<file path="config.mk">
export PLATFORM = sky130hd
export DESIGN_NAME = counter_seq_ctrl_flat
export DESIGN_NICKNAME = d
export VERILOG_FILES = /design/src/rtl/counter_seq_ctrl_if.sv /design/src/rtl/counter_seq_ctrl.sv /design/src/flat_wrapper.sv
export SDC_FILE = /design/constraint.sdc
export NUM_CORES = 1
export LEC_CHECK = 0
export CORE_ASPECT_RATIO = 1.5
export CORE_MARGIN = 2
export CORE_UTILIZATION = 36
export CTS_CLUSTER_SIZE = 20
export DETAILED_ROUTE_END_ITERATION = 10
export MAX_ROUTING_LAYER = met4
export PLACE_DENSITY = 0.69
export SKIP_CTS_REPAIR_TIMING = 1
export SYNTH_ARGS = -nofsm -noshare
export SYNTH_HDL_FRONTEND = slang
export SYNTH_SLANG_ARGS = --single-unit
</file>
<file path="constraint.sdc">
create_clock -name clk -period 2.9 [get_ports clk]
set_input_delay 0.58 -clock clk [delete_from_list [all_inputs] [get_ports clk]]
set_output_delay 0.58 -clock clk [all_outputs]
set_load 0.03 [all_outputs]
</file>
<file path="src/rtl/counter_seq_ctrl_if.sv">
// Host/counter-side bundle of the counter sequencer: control, config, counter feedback and sequencer outputs.
// The master drives control, config and counter feedback; the slave is the sequencer itself.
interface counter_seq_ctrl_if #(
    parameter int WIDTH  = 8,
    parameter int PASS_W = 4
);
    logic              ena;
    logic              start;
    logic              stop;
    logic              pause;
    logic [WIDTH-1:0]  cfg_start;
    logic [WIDTH-1:0]  cfg_end;
    logic [PASS_W-1:0] cfg_passes;
    logic [WIDTH-1:0]  cnt_val;
    logic              cnt_load;
    logic [WIDTH-1:0]  cnt_load_val;
    logic              cnt_en;
    logic              busy;
    logic              done;
    logic [PASS_W-1:0] pass_cnt;

    modport master (
        output ena, start, stop, pause, cfg_start, cfg_end, cfg_passes, cnt_val,
        input  cnt_load, cnt_load_val, cnt_en, busy, done, pass_cnt
    );

    modport slave (
        input  ena, start, stop, pause, cfg_start, cfg_end, cfg_passes, cnt_val,
        output cnt_load, cnt_load_val, cnt_en, busy, done, pass_cnt
    );
endinterface

</file>
<file path="src/rtl/counter_seq_ctrl.sv">
// Sequencer for an 8-bit loadable up-counter: load a start value, count to an end value,
// repeat for a programmed number of passes, with pause, abort and a global enable freeze.
module counter_seq_ctrl #(
    parameter int WIDTH  = 8,
    parameter int PASS_W = 4
) (
    input  logic              clk,
    input  logic              rst_n,
    counter_seq_ctrl_if.slave bus
);

    typedef enum logic [2:0] {
        ST_IDLE  = 3'd0,
        ST_LOAD  = 3'd1,
        ST_RUN   = 3'd2,
        ST_PAUSE = 3'd3,
        ST_DONE  = 3'd4
    } state_e;

    state_e            state_q,    state_d;
    logic [WIDTH-1:0]  start_q,    start_d;
    logic [WIDTH-1:0]  end_q,      end_d;
    logic [PASS_W-1:0] passes_q,   passes_d;
    logic [PASS_W-1:0] pass_cnt_q, pass_cnt_d;
    logic [WIDTH-1:0]  load_val_q, load_val_d;
    logic              busy_q,     busy_d;
    logic              done_q,     done_d;

    logic              at_end_s;
    logic              more_passes_s;
    logic [PASS_W:0]   pass_inc_s;
    logic              cnt_en_s;
    logic              cnt_load_s;

    // End-of-pass compare and pass bookkeeping; one extra bit keeps the "pass_cnt+1 < passes" test free of wrap.
    always_comb begin
        at_end_s      = (bus.cnt_val == end_q);
        pass_inc_s    = {1'b0, pass_cnt_q} + {{PASS_W{1'b0}}, 1'b1};
        more_passes_s = (passes_q == {PASS_W{1'b0}}) || (pass_inc_s < {1'b0, passes_q});
    end

    // Next-state and next-register computation; ena low freezes everything.
    always_comb begin
        state_d    = state_q;
        start_d    = start_q;
        end_d      = end_q;
        passes_d   = passes_q;
        pass_cnt_d = pass_cnt_q;
        load_val_d = load_val_q;
        if (!bus.ena) begin
            state_d = state_q;
        end else begin
            case (state_q)
                ST_IDLE: begin
                    if (bus.start) begin
                        state_d    = ST_LOAD;
                        start_d    = bus.cfg_start;
                        end_d      = bus.cfg_end;
                        passes_d   = bus.cfg_passes;
                        pass_cnt_d = {PASS_W{1'b0}};
                        load_val_d = bus.cfg_start;
                    end else begin
                        state_d = ST_IDLE;
                    end
                end
                ST_LOAD: begin
                    if (bus.stop) begin
                        state_d = ST_IDLE;
                    end else begin
                        state_d = ST_RUN;
                    end
                end
                ST_RUN: begin
                    if (bus.stop) begin
                        state_d = ST_IDLE;
                    end else if (bus.pause) begin
                        state_d = ST_PAUSE;
                    end else if (at_end_s) begin
                        pass_cnt_d = pass_inc_s[PASS_W-1:0];
                        state_d    = more_passes_s ? ST_LOAD : ST_DONE;
                    end else begin
                        state_d = ST_RUN;
                    end
                end
                ST_PAUSE: begin
                    if (bus.stop) begin
                        state_d = ST_IDLE;
                    end else if (!bus.pause) begin
                        state_d = ST_RUN;
                    end else begin
                        state_d = ST_PAUSE;
                    end
                end
                ST_DONE: begin
                    state_d = ST_IDLE;
                end
                default: begin
                    state_d = ST_IDLE;
                end
            endcase
        end
        busy_d = (state_d == ST_LOAD) || (state_d == ST_RUN) || (state_d == ST_PAUSE);
        done_d = (state_d == ST_DONE);
    end

    // Counter strobes must react within the cycle to ena, stop, pause and the live counter value.
    always_comb begin
        cnt_load_s = bus.ena && !bus.stop && (state_q == ST_LOAD);
        cnt_en_s   = bus.ena && !bus.stop && !bus.pause && (state_q == ST_RUN) && !at_end_s;
    end

    // State, latched configuration and registered status outputs.
    always_ff @(posedge clk or negedge rst_n) begin
        if (!rst_n) begin
            state_q    <= ST_IDLE;
            start_q    <= {WIDTH{1'b0}};
            end_q      <= {WIDTH{1'b0}};
            passes_q   <= {PASS_W{1'b0}};
            pass_cnt_q <= {PASS_W{1'b0}};
            load_val_q <= {WIDTH{1'b0}};
            busy_q     <= 1'b0;
            done_q     <= 1'b0;
        end else begin
            state_q    <= state_d;
            start_q    <= start_d;
            end_q      <= end_d;
            passes_q   <= passes_d;
            pass_cnt_q <= pass_cnt_d;
            load_val_q <= load_val_d;
            busy_q     <= busy_d;
            done_q     <= done_d;
        end
    end

    assign bus.cnt_load     = cnt_load_s;
    assign bus.cnt_load_val = load_val_q;
    assign bus.cnt_en       = cnt_en_s;
    assign bus.busy         = busy_q;
    assign bus.done         = done_q;
    assign bus.pass_cnt     = pass_cnt_q;

endmodule

</file>
<file path="src/flat_wrapper.sv">
// flat-port wrapper written by rule: the top's interface ports become plain ports
module counter_seq_ctrl_flat 
#(
    parameter int WIDTH  = 8,
    parameter int PASS_W = 4
)
  (clk, rst_n, bus_ena, bus_start, bus_stop, bus_pause, bus_cfg_start, bus_cfg_end, bus_cfg_passes, bus_cnt_val, bus_cnt_load, bus_cnt_load_val, bus_cnt_en, bus_busy, bus_done, bus_pass_cnt);
  counter_seq_ctrl_if #(.WIDTH(WIDTH), .PASS_W(PASS_W)) bus_i ();
  input  logic clk;
  input  logic rst_n;
  input wire logic [$bits(bus_i.ena)-1:0] bus_ena;
  input wire logic [$bits(bus_i.start)-1:0] bus_start;
  input wire logic [$bits(bus_i.stop)-1:0] bus_stop;
  input wire logic [$bits(bus_i.pause)-1:0] bus_pause;
  input wire logic [$bits(bus_i.cfg_start)-1:0] bus_cfg_start;
  input wire logic [$bits(bus_i.cfg_end)-1:0] bus_cfg_end;
  input wire logic [$bits(bus_i.cfg_passes)-1:0] bus_cfg_passes;
  input wire logic [$bits(bus_i.cnt_val)-1:0] bus_cnt_val;
  output wire logic [$bits(bus_i.cnt_load)-1:0] bus_cnt_load;
  output wire logic [$bits(bus_i.cnt_load_val)-1:0] bus_cnt_load_val;
  output wire logic [$bits(bus_i.cnt_en)-1:0] bus_cnt_en;
  output wire logic [$bits(bus_i.busy)-1:0] bus_busy;
  output wire logic [$bits(bus_i.done)-1:0] bus_done;
  output wire logic [$bits(bus_i.pass_cnt)-1:0] bus_pass_cnt;
  assign bus_i.ena = bus_ena;
  assign bus_i.start = bus_start;
  assign bus_i.stop = bus_stop;
  assign bus_i.pause = bus_pause;
  assign bus_i.cfg_start = bus_cfg_start;
  assign bus_i.cfg_end = bus_cfg_end;
  assign bus_i.cfg_passes = bus_cfg_passes;
  assign bus_i.cnt_val = bus_cnt_val;
  assign bus_cnt_load = bus_i.cnt_load;
  assign bus_cnt_load_val = bus_i.cnt_load_val;
  assign bus_cnt_en = bus_i.cnt_en;
  assign bus_busy = bus_i.busy;
  assign bus_done = bus_i.done;
  assign bus_pass_cnt = bus_i.pass_cnt;
  counter_seq_ctrl #(.WIDTH(WIDTH), .PASS_W(PASS_W)) u_core (.clk(clk), .rst_n(rst_n), .bus(bus_i));
endmodule
</file>
# Yosys cells after proc, flatten, opt, wreduce, memory -nomap -nowiden
# Cells that the tools add are included.
# Widths: inputs -> output; s select.
# op_classes
addsub	1
order_cmp	1
eq_ne	12
mux	15
reduce_logical	16
# ops
cell	count
$mux 3	6
$mux 4	4
$eq 3x2->1 const B	4
$pmux 3 s4	1
$eq 8x8->1	1
$pmux 4 s2	1
$eq 3x1->1 const B	2
$ne 2x2->1 const B	3
$reduce_and 6->1	1
$add 4x1->5 const B	1
$logic_and 1x1->1	5
$lt 5x4->1	1
$logic_not 4->1	1
$eq 3x3->1 const B	1
$logic_not 1->1	3
$logic_not 3->1	1
$logic_or 1x1->1	3
$reduce_and 3->1	1
$mux 1	2
$mux 2	1
$ne 2x1->1 const B	1
$reduce_bool 2->1	1
# totals
regBits	29
input_bits	34
out_inout_bits	16

# Logic depth before layout (Yosys ltp)
# depth
word_depth	12
ltp_mapped	8
mapped_depth_nobuf	8

# Worst setup path after synthesis
# Ideal clock, no wire load.
# synth_path
path_kind	flip-flop to flip-flop
start	reg u_core.pass_cnt_q[0] (netlist: u_core.bus.pass_cnt[0])
end	reg u_core.busy_q (netlist: u_core.bus.busy)
arrival_time_ns	2.195
required_ns	2.781
setup_slack_ns	0.587
stages_incl_launch_ff	9
cell_sequence	dfrtp_1 > ha_1 > xor2_1 > ha_1 > a21oi_1 > a211oi_1 > nor4_1 > or3_1 > o21a_1
# synth_via
elab_chain_len	12
word_cells_on_any_way	14
cone_classes	add/sub (1); order compare (1); eq/ne (3); mux (6); reduce/logical (3)
# synth_rtl
element	line_no	rtl
start, declared	counter_seq_ctrl.sv:24	logic [PASS_W-1:0] pass_cnt_q, pass_cnt_d;
start signal, assigned	counter_seq_ctrl.sv:119	pass_cnt_q <= {PASS_W{1'b0}};
start signal, assigned	counter_seq_ctrl.sv:128	pass_cnt_q <= pass_cnt_d;
$add 4x1->5 *	counter_seq_ctrl.sv:38	pass_inc_s = {1'b0, pass_cnt_q} + {{PASS_W{1'b0}}, 1'b1};
$lt 5x4->1 *	counter_seq_ctrl.sv:39	more_passes_s = (passes_q == {PASS_W{1'b0}}) || (pass_inc_s < {1'b0, passes_q});
$logic_or 1x1->1 *	counter_seq_ctrl.sv:39	
$mux 3 *	counter_seq_ctrl.sv:80	state_d = more_passes_s ? ST_LOAD : ST_DONE;
$mux 3 *	counter_seq_ctrl.sv:78	end else if (at_end_s) begin
$mux 3 *	counter_seq_ctrl.sv:76	end else if (bus.pause) begin
$mux 3 *	counter_seq_ctrl.sv:74	if (bus.stop) begin
$pmux 3 s4 *	counter_seq_ctrl.sv:53	case (state_q)
$mux 3 *	counter_seq_ctrl.sv:50	if (!bus.ena) begin
via u_core.state_d[0]	counter_seq_ctrl.sv:20	state_e state_q, state_d;
$eq 3x1->1 or $eq 3x2->1 (tied branches)	counter_seq_ctrl.sv:102	busy_d = (state_d == ST_LOAD) || (state_d == ST_RUN) || (state_d == ST_PAUSE);
$logic_or 1x1->1	counter_seq_ctrl.sv:102	
$logic_or 1x1->1 *	counter_seq_ctrl.sv:102	
via u_core.busy_d	counter_seq_ctrl.sv:26	logic busy_q, busy_d;
end signal, assigned	counter_seq_ctrl.sv:130	busy_q <= busy_d;
end, declared	counter_seq_ctrl.sv:26	
# Mark *: on every way through the listed nets, which the timed path passes. The rest lies on a longest branch.
# A chain may end at the register's enable or synchronous reset.

# Worst setup path after layout
# layout_path
start	in bus_stop
end	out bus_cnt_load
# layout_via
elab_chain_len	3
# layout_rtl
element	line_no	rtl
start, declared	flat_wrapper.sv:13	input wire logic [$bits(bus_i.stop)-1:0] bus_stop;
$logic_not 1->1	counter_seq_ctrl.sv:108	cnt_load_s = bus.ena && !bus.stop && (state_q == ST_LOAD);
$logic_and 1x1->1 (2 in series)	counter_seq_ctrl.sv:108	
end, declared	flat_wrapper.sv:19	output wire logic [$bits(bus_i.cnt_load)-1:0] bus_cnt_load;
# No other way between the ends.

==> impl_metrics.env <==
export IMPL_critical_path_top_delay_family="buffers and inverters"
export IMPL_crit_fanout=4
export IMPL_min_path_type="reg -> reg"
export IMPL_die_w_um=54.6
export IMPL_worstSetupStartpointType="input port"
export IMPL_clock_sinks=29
export IMPL_cp_slowest_cell="clkdlybuf4s50_1"
export IMPL_grt_first_pass_wirelength_um=5110
export IMPL_cp_num_buf_inv=2
export IMPL_status="finished, final reports clean"
export IMPL_hold_violations=0
export IMPL_layout_setup_ws_ns=0.207
export IMPL_synth_area_leader_cell="dfrtp_1"
export IMPL_dieArea_mm2=0.00436
export IMPL_antenna_found_initial=0
export IMPL_vias_per_cell=5.09
export IMPL_fin_crit_sh_pct=92.9
export IMPL_drtPass1Iterations=4
export IMPL_crit_chain="clkdlybuf4s50_1 -> nor2_1 -> nand3_1 -> nor2_1 -> clkdlybuf4s50_1"
export IMPL_max_slew_margin_rel_pct=75.5
export IMPL_area_growth_pct=46.7
export IMPL_synth_nets=154
export IMPL_yosysWarnings=0
export IMPL_final_antenna_net_count=0
export IMPL_io_pins=50
export IMPL_fin_tns_setup_ns=0
export IMPL_clk_path_buf_depth=2
export IMPL_grt_pass1_vias=1203
export IMPL_ctsRootBufferMaster="clkbuf_8"
export IMPL_drt_wl_total_um=2990
export IMPL_fp_dieH_um=79.9
export IMPL_wl_per_cell_um=13.8
export IMPL_synth_seq_area_share_pct=52.5
export IMPL_rows=27
export IMPL_avgSynthCellArea_um2=11.9
export IMPL_endpoint_kind="output pin"
export IMPL_core_area_mm2=0.00368
export IMPL_clk_pin_slew_ns=0.06
export IMPL_yosys_top_cells_count="dfrtp_1, mux2_2, inv_1, xor2_1, nand3_1"
export IMPL_total_leakage_power_nw=0.889
export IMPL_synth_area_mm2=0.00138
export IMPL_drc=0
export IMPL_dp_slack_ns=0.191
export IMPL_start_util_pct=37.5
export IMPL_vdd_drop_max_v=0.000559
export IMPL_cp_required_ns=2.32
export IMPL_htreeDepth=2
export IMPL_min_period_ns=2.69
export IMPL_max_cap_violations=0
export IMPL_drive_gt1_share_pct=19.7
export IMPL_synth_edf_count=0
export IMPL_dp_hpwl_um=2420
export IMPL_critical_path_arrival_ns=2.11
export IMPL_rsz0062_at_grt="no"
export IMPL_crit_path_max_incr_delay_ns=0.67
export IMPL_cts_buffers=5
export IMPL_io_buffers=49
export IMPL_drtIter0Drc=18
export IMPL_worst_slew_pin_slew_ns=0.364
export IMPL_fin_worst_skew_ns=0.00405
export IMPL_synthTopCellsByArea="dfrtp_1, mux2_2, xor2_1, ha_1, nand3_1"
export IMPL_ys_flop_type="dfrtp_1"
export IMPL_r2r_slack_ns=0.58
export IMPL_track_usage_pct=16.9
export IMPL_cts_tree="yes"
export IMPL_vias=1100
export IMPL_fillers=325
export IMPL_clock_latency_ns=0.28
export IMPL_synth_most_common_cell="dfrtp_1"
export IMPL_synth_top_area_share_pct=52.5
export IMPL_gr_total_overflow=0
export IMPL_fmax_ghz=0.371
export IMPL_setup_viol=0
export IMPL_slew_violations=0
export IMPL_ys_async_sr_fraction_pct=100
export IMPL_nets=210
export IMPL_synth_seq_cells=29
export IMPL_yosysUniqueCellTypes=29
export IMPL_routabilityCongestion=0.897
export IMPL_path_class="in -> out"
export IMPL_power_density_mw_per_mm2=807
export IMPL_grt_max_degree=30
export IMPL_diodes=0
export IMPL_netlist_instances=116
## worst reg2reg max path, cell delays in order (launching register included)
cell and delay (ns):
dfrtp_1 0.43, ha_1 0.26, xor2_1 0.15, ha_1 0.30
a21oi_1 0.06, a211oi_1 0.32, nor4_1 0.09, or3_1 0.40
o21a_1 0.19
## layout make-up
class | count | area, um^2 | share of cell area, %
clock buffer | 7 | 96.3 | 4.75
sequential | 29 | 726 | 35.8
multi-input combinational | 75 | 602 | 29.7
clock inverter | 1 | 5.00 | 0.247
inverter | 9 | 33.8 | 1.67
tap | 43 | 53.8 | 2.65
timing repair buffer | 52 | 510 | 25.2
## layer usage
metal	up-vias	global-route usage (%)	part of all wire, %	wire length [um]
li1	519	-	-	-
met1	530	15.7	35	1050
met2	42	30.0	57	1690
met3	9	5.62	5.7	170
met4	0	7.25	2.5	74
met5	-	-	0	0
## cells by family (layout without fill, tap and decap cells)
group,after synthesis,in the layout,share of synthesized area [%]
AND/OR/NAND/NOR,29,29,11.2
AO/OA/AOI/OAI,12,12,6.07
XOR/XNOR,10,10,6.34
adder cells (fa/ha/maj),4,4,3.62
flip-flops,29,29,52.5
buffers and inverters,12,69,3.89
multiplexers,20,20,16.3
## power by group
group	switching [mW]	total [mW]	internal, mW	leakage, nW
clock	0.147	0.361	0.214	0.0542
sequential	0.100	0.662	0.561	0.356
combinational	0.288	0.613	0.324	0.480
total	0.535	1.63	1.10	0.889
## per-stage QoR
stage               hold WS (ns)  total power, mW  util (%)  instances  area [um^2]
global route               0.529             1.73      55.0        216         2030
global placement           0.487             1.27      52.3        208         1930
finish                     0.506             1.63      55.0        216         2030
detailed placement         0.496             1.29      52.3        208         1930
CTS                        0.511             1.66      55.0        216         2030
floorplan                  0.284             1.03         -        116         1380
## flip-flops by register name (all words and copies together) (netlist names)
| signal | flops |
|---|---|
| u_core.bus.cnt_load_val | 8 |
| u_core.end_q | 8 |
| u_core.bus.pass_cnt | 4 |
| u_core.passes_q | 4 |
| u_core.state_q | 3 |
| u_core.bus.busy | 1 |
| u_core.bus.done | 1 |
## layout by cell type, fill, tap and decap left out, types with 5 or more instances in the layout
master	n
clkdlybuf4s50_1	48
clkbuf_8	7
dfrtp_1	29
mux2_2	20
nor2_1	5
inv_1	9
xor2_1	9
nand3_1	8
## final timing paths
| check | startpoint | to | cells past startpoint |
|---|---|---|---|
| setup / recovery | bus_stop | bus_cnt_load | 5 |
| hold / removal | u_core.bus.cnt_load_val[0] | u_core.bus.cnt_load_val[0] | 1 |
| setup reg to reg | u_core.bus.pass_cnt[0] | u_core.bus.busy | 8 |
| hold reg to reg | u_core.bus.cnt_load_val[0] | u_core.bus.cnt_load_val[0] | 1 |
| max in group asynchronous | rst_n | u_core.state_q[0] | 2 |
| min in group asynchronous | rst_n | u_core.bus.cnt_load_val[6] | 2 |
Note: power is estimated with default switching activity, not from simulation.
